--- src/rtl/regfile_dump_pkg.sv ---
// Shared definitions for the register-file dump engine.
// Holds the FSM state encoding and the default entry/index widths.
// No logic; imported by regfile_dump.
package regfile_dump_pkg;

  localparam int DATA_WIDTH_DEF = 32;
  localparam int ADDR_WIDTH_DEF = 5;

  typedef enum logic [1:0] {
    IDLE = 2'd0,
    READ = 2'd1,
    SEND = 2'd2,
    DONE = 2'd3
  } state_t;

endpackage

--- src/rtl/regfile_dump.sv ---
// Purpose: streams register-file entries first_reg..last_reg (inclusive, wrapping) as (addr, data) beats.
// Latency: start accepted at edge N -> dump_valid in cycle N+2; one beat every 2 cycles at full rate.
// Backpressure: waits in SEND with addr/data/last frozen for as long as dump_ready stays low.
// Ports: clk/reset (sync, active-high); start/first_reg/last_reg request a dump (sampled only in IDLE);
//        rf_raddr/rf_rdata form the asynchronous register-file read port;
//        dump_valid/dump_ready/dump_addr/dump_data/dump_last carry beats; busy = not IDLE; done = 1-cycle pulse.
module regfile_dump
  import regfile_dump_pkg::*;
#(
  parameter int DATA_WIDTH = DATA_WIDTH_DEF,
  parameter int ADDR_WIDTH = ADDR_WIDTH_DEF
) (
  input  logic                  clk,
  input  logic                  reset,
  input  logic                  start,
  input  logic [ADDR_WIDTH-1:0] first_reg,
  input  logic [ADDR_WIDTH-1:0] last_reg,
  output logic [ADDR_WIDTH-1:0] rf_raddr,
  input  logic [DATA_WIDTH-1:0] rf_rdata,
  output logic                  dump_valid,
  input  logic                  dump_ready,
  output logic [ADDR_WIDTH-1:0] dump_addr,
  output logic [DATA_WIDTH-1:0] dump_data,
  output logic                  dump_last,
  output logic                  busy,
  output logic                  done
);

  state_t                state, state_nxt;
  logic [ADDR_WIDTH-1:0] cur;
  logic [ADDR_WIDTH-1:0] end_idx;

  // The read port always points at the current index; only READ captures it.
  assign rf_raddr = cur;

  always_ff @(posedge clk) begin
    if (reset) state <= IDLE;
    else       state <= state_nxt;
  end

  always_comb begin
    state_nxt  = state;
    dump_valid = 1'b0;
    busy       = 1'b1;
    done       = 1'b0;
    case (state)
      IDLE: begin
        busy = 1'b0;
        if (start) state_nxt = READ;
      end
      READ: state_nxt = SEND;
      SEND: begin
        dump_valid = 1'b1;
        if (dump_ready) state_nxt = dump_last ? DONE : READ;
      end
      DONE: begin
        // start is deliberately not looked at here; a new request needs IDLE.
        done      = 1'b1;
        state_nxt = IDLE;
      end
      default: state_nxt = IDLE;
    endcase
  end

  always_ff @(posedge clk) begin
    if (reset) begin
      cur       <= '0;
      end_idx   <= '0;
      dump_addr <= '0;
      dump_data <= '0;
      dump_last <= 1'b0;
    end else begin
      case (state)
        IDLE: begin
          if (start) begin
            cur     <= first_reg;
            end_idx <= last_reg;
          end
        end
        READ: begin
          dump_data <= rf_rdata;
          dump_addr <= cur;
          dump_last <= (cur == end_idx);
        end
        SEND: begin
          // Index wraps naturally at 2**ADDR_WIDTH, giving the first>last wrap-around range.
          if (dump_ready && !dump_last) cur <= cur + 1'b1;
        end
        default: ;
      endcase
    end
  end

endmodule

--- config.mk ---
export PLATFORM = sky130hd
export DESIGN_NAME = regfile_dump
export DESIGN_NICKNAME = d
export VERILOG_FILES = /design/src/rtl/regfile_dump_pkg.sv /design/src/rtl/regfile_dump.sv
export SDC_FILE = /design/constraint.sdc
export NUM_CORES = 1
export LEC_CHECK = 0
export BUFFER_PORTS_ARGS = -buffer_cell sky130_fd_sc_hd__buf_2
export CAP_MARGIN = 20
export CORE_MARGIN = 4
export CORE_UTILIZATION = 48
export CTS_BUF_LIST = sky130_fd_sc_hd__clkbuf_4
export DETAILED_ROUTE_END_ITERATION = 12
export PLACE_DENSITY = 0.82
export SYNTH_ARGS = -nofsm -noshare
export SYNTH_HDL_FRONTEND = slang
export SYNTH_SLANG_ARGS = --single-unit
--- constraint.sdc ---
create_clock -name clk -period 1.76 [get_ports clk]
set_input_delay 0.264 -clock clk [delete_from_list [all_inputs] [get_ports clk]]
set_output_delay 0.264 -clock clk [all_outputs]
set_load 0.02 [all_outputs]
# ---- Word-level counts from Yosys, hierarchy flattened
# Cells that the tools add are included.
dict set report classes {
  n_reduce_logical 7
  n_bitwise 0
  addsub 1
  n_lt_le_gt_ge 0
  eq_ne 7
  n_mux 10
  multipliers 0
  div_mod_pow 0
  shifts 0
}
# cell count
set op_table {}
lappend op_table {{2-to-1 mux 5 bit} 2}
lappend op_table {{one-hot mux 5 bit (2 select lines)} 1}
lappend op_table {{one-hot mux 2 bit (4 select lines)} 1}
lappend op_table {{2-to-1 mux 2 bit} 3}
lappend op_table {{!= test 2 bit, second input constant} 3}
lappend op_table {{adder 5 x 1 -> 5 bit, second input constant} 1}
lappend op_table {{== test 5 bit} 1}
lappend op_table {{== test 2 bit, second input constant} 2}
lappend op_table {{AND reduction 2 bit} 2}
lappend op_table {{2-to-1 mux 1 bit} 3}
lappend op_table {{AND reduction 3 bit} 1}
lappend op_table {{== test 2 x 1 -> 1 bit, second input constant} 1}
lappend op_table {{zero test 2 bit} 1}
lappend op_table {{nonzero test 2 bit} 1}
lappend op_table {{logical AND 1 bit} 1}
lappend op_table {{zero test 1 bit} 1}
dict set report word_totals {
  rom_bits 0
  elab_cells 31
  latch_bits 0
  n_memories 0
  ramBits 0
  in_bits 46
  regBits 50
  output_inout_bits 46
}

# ---- Depth between registers and ports, before layout
dict set report depth {
  word_depth 4
  ltp_mapped 6
  depth_no_buf 4
}

# ---- Least setup slack after synthesis
# OpenSTA, ideal clock, no wires.
dict set report synth_timing {
  path_kind {register -> register}
  startpoint {register state[0]}
  endpoint {register cur[0] (netlist: rf_raddr[0])}
  synth_period_minus_slack_ps 1375
  path_buffers 1
  path_stages_with_launch 6
  slack_ps 385
  setup_time_ps 86
  t_required_ps 1674
  arrival_time_ps 1289
  path_cell_list {dfxtp_1 -> buf_2 -> nand2b_1 -> inv_1 -> o22ai_1 -> a221oi_2}
}
dict set report synth_between {
  elab_chain_len 3
  elab_cells_between_ends 7
  classes_between {eq/ne: 3; mux: 1; reduce/logical: 3}
}
# element line
set synth_rtl {}
lappend synth_rtl {{start: declaration} regfile_dump.sv:29} ;# state_t state, state_nxt;
lappend synth_rtl {{start signal: assignment} regfile_dump.sv:38} ;# else state <= state_nxt;
lappend synth_rtl {{== test 2 bit / zero test 2 bit (equally long branches)} regfile_dump.sv:73} ;# case (state)
lappend synth_rtl {{!= test 2 bit (no source line) / nonzero test 2 bit (equally long branches)} -}
lappend synth_rtl {{AND reduction 3 bit (no source line)} -}
lappend synth_rtl {{end signal: assignment} regfile_dump.sv:76} ;# cur <= first_reg;
lappend synth_rtl {{end signal: assignment} regfile_dump.sv:87} ;# if (dump_ready && !dump_last) cur <= cur + 1'b1;
lappend synth_rtl {{end: declaration} regfile_dump.sv:30} ;# logic [ADDR_WIDTH-1:0] cur;
# Several ways; a longest one is shown, not always the timed one.
# A chain may end at the register's enable or synchronous reset.

# ---- Final worst setup path
dict set report layout_timing {
  startpoint {register state[0]}
  endpoint {output port dump_valid}
}
dict set report layout_between {
  elab_chain_len 2
}
# element line
set layout_rtl {}
lappend layout_rtl {{== test 2 bit} regfile_dump.sv:46} ;# case (state)
lappend layout_rtl {{2-to-1 mux 1 bit} regfile_dump.sv:46}
lappend layout_rtl {{end: declaration} regfile_dump.sv:20} ;# output logic dump_valid,
# Every way passes these cells.

==> metrics.md <==
| Metric | Value |
|---|---|
| Status | finished, final reports clean |
| Critical Path AT | between 1 and 1.5 ns |
| Met3 Wirelength | approximately 400 um |
| Yosys synthesis warning count | 0 |
| Setup crit end kind | output pin |
| Clk slew on worst S/H paths | 0.14 ns |
| Post-Place Worst Slack | ~0.23 ns |
| Final Wtd Congestion | 0.855 |
| IO Count | 92 |
| Antenna-violating nets left | 0 |
| H-tree depth | 2 |
| Crit path kind | reg2out |
| Prevailing post-synth register cell | dfxtp_1 |
| WHS | 0.125 ns |
| Setup ws final | 0.0763 ns |
| Area delta synth->final | 27.8% |
| Dominant cell type by area after synthesis | dfxtp_1 |
| Antenna diodes | 0 |
| Max FO, Critical Path | 11 |
| Slowest library cell on the worst path | dfxtp_2 |
| #FFs+latches synth | 50 |
| Buffers on Ports | 91 |
| Initial Util | 0.497 |
| Rel. slew slack | 0.708 |
| Detailed Route Iter0 Violations | 112 |
| CORE AREA | a little over 0.004 sq mm |
| Largest cells by area after synthesis | dfxtp_1 (50%), nand2_1 (14%), a21oi_1 (10%), mux2i_1 (3.0%), xor2_1 (2.2%) |
| Maximum vdd drop | 0.499 mV |
| CP startpoint kind | flop |
| Final setup fails | 0 |
| Final worst-path cycle share | 0.957 |
| Nets | roughly 370 |
| Top-count cell post-synth | nand2_1 |
| Synth unique cells | 33 |
| Total track usage | 0.196 |
| Detailed-placement wirelength estimate | 3.56 mm |
| Post-CTS Hold Fix Bufs | 0 |
| Synth Instances | 239 |
| Netlist Area Pre-Place | 0.00200 sq mm |
| Total number of vias | 1889 |
| F_max | approximately 600 MHz |
| Number of global-route vias before repair | 1828 |
| TritonCTS buffer count | 5 |
| Via/cell ratio | 5.01 |
| Pins Over Slew Limit | 0 |
| Fin Clk Skew | about 0.010 ns |
| Share of layout cells above drive strength 1 | 0.361 |
| Sequential element share of the synthesized area | 0.500 |
| Largest net degree at the start of global routing | 43 |
| Max Used Layer | met4 |
| TritonCTS clock tree | built |
| Grt ovf | 0 |
| EDFF count, synth | 0 |
| CTS Root Buffer Type | clkbuf_4 |
| CTS max path bufs | 2 |
| First-pass GRT wire length | 8.19 mm |
| Syn Area/Cell | 8.37 sq um |
| Slew @ Worst Pin | 0.437 ns |
| Commonest cells post-synth | nand2_1 (76), dfxtp_1 (50), a21oi_1 (40) |
| TritonRoute pass-1 iters | 4 |
| Final min period | 1.68 ns |
| Hold path depth | 3 |
| Setup TNS | 0 ns |
| Worst-Skew Late Latency | 0.35 ns |
| Die Width | 72.6 um |
| Crit-path cells | nand2b_2 > inv_1 > buf_2 |
| Tightest Hold Check Type | in2reg |
| Initial antenna violation count | 0 |
| Pwr dens | 855 mW/mm^2 |
| Syn Nets | 286 |
| Leakage power | 1.20 nW |
| Met1 WL | 2.12 mm |
| Final hold violation count | 0 |
| Routed wire length | between 5 and 6 mm |
| Row Count | 23 |
| # Max-Cap Violations | 0 |
| Routed length on met2 | 2.42 mm |
| # fillers | 389 |
| CP peak stage delay | slightly above 0.4 ns |
| Critical path data required time | 1.50 ns |
| Worst reg-to-reg path cell count | 4 |
| Die footprint | ~0.0053 sq mm |
| WL/cell | 13.3 um |
| Post-route DRC | 0 |
| Fraction of registers with async set/reset | 0 |
| Area share of the largest cell type after synthesis | 0.500 |
| CTS sink cnt | 50 |
| RSZ-0062 raised after global routing | no |
| Die height | ~73 um |
[critical path, delay by kind of cell (launching register included)]
family / cells / cell delay [ns]
buffers and inverters: 2 / 0.39
flip-flops: 1 / 0.41
AND/OR/NAND/NOR: 1 / 0.27
[path summary, 6_finish.rpt]
| path | start | endpoint | slack (ns) |
|---|---|---|---|
| setup / recovery | state[0]$_SDFFE_PP0P_ | dump_valid | 0.08 |
| hold / removal | rf_rdata[25] | dump_data[25]$_SDFFE_PP0N_ | 0.13 |
| setup reg to reg | rf_raddr[0]$_SDFFE_PP0P_ | rf_raddr[2]$_SDFFE_PP0P_ | 0.32 |
| hold reg to reg | dump_addr[4]$_SDFFE_PP0N_ | dump_addr[4]$_SDFFE_PP0N_ | 0.46 |
[cell usage in the layout, fill, tap and decap left out, drive strengths merged, types with 2 or more instances in the layout]
master,count
mux2i,6
nor2,6
nand2b,3
xor2,5
or2,2
nand2,76
clkbuf,5
o32ai,3
or3b,2
clkinv,2
nor4bb,2
a21oi,40
inv,5
dfxtp,50
nand3,2
a2bb2oi,4
nor3,2
buf,98
[metal layers]
metal | vias up | GRT usage
li1 | 968 | -
met1 | 850 | 0.239
met2 | 63 | 0.332
met3 | 8 | 0.0609
met4 | 0 | 0.0533
met5 | - | 0
[cells by family (layout without fill, tap and decap cells)]
group           count (synthesis)  count (layout)  share of synthesized area
buf+inv                        23             111                     0.0532
flops                          50              50                      0.500
xor+xnor                        5               5                     0.0219
mux                             6               6                     0.0300
fa+ha+maj                       1               1                    0.00625
compound gates                 54              54                      0.164
simple gates                  100             100                      0.224
[metrics by stage]
step | instances | power [mW] | utilization | instance area, sq um
floorplan | 239 | 1.54 | - | 2000
global placement | 369 | 1.70 | 0.620 | 2500
detailed placement | 369 | 1.71 | 0.620 | 2500
CTS | 377 | 2.21 | 0.635 | 2560
global route | 377 | 2.30 | 0.635 | 2560
finish | 377 | 2.19 | 0.635 | 2560
[layout make-up]
type                       instances  area [sq um]  share of cell area
clock inverter                     3          16.3             0.00636
inverter                           5          18.8             0.00734
multi-input combinational        166           898               0.351
sequential                        50          1000               0.392
timing repair buffer              98           520               0.204
tap                               50          62.6              0.0245
clock buffer                       5          37.5              0.0147
[registers in the layout, summed over array words and instances (netlist names)]
register   count
dump_addr      5
dump_data     32
dump_last      1
end_idx        5
rf_raddr       5
state          2
[where the power goes]
part           internal [mW]  leakage, nW  switching, mW  total, mW
combinational          0.179        0.761          0.251      0.430
sequential              1.20        0.409         0.0533       1.25
clock                  0.149       0.0286          0.355      0.504
total                   1.53         1.20          0.660       2.19
[what timing repair did]
action / CTS / global route
endpoints found under the setup margin: 1 / 0
buffers inserted: 0 / 0
gates resized for setup: 3 / 0
Power figures use the tool's default switching activity.
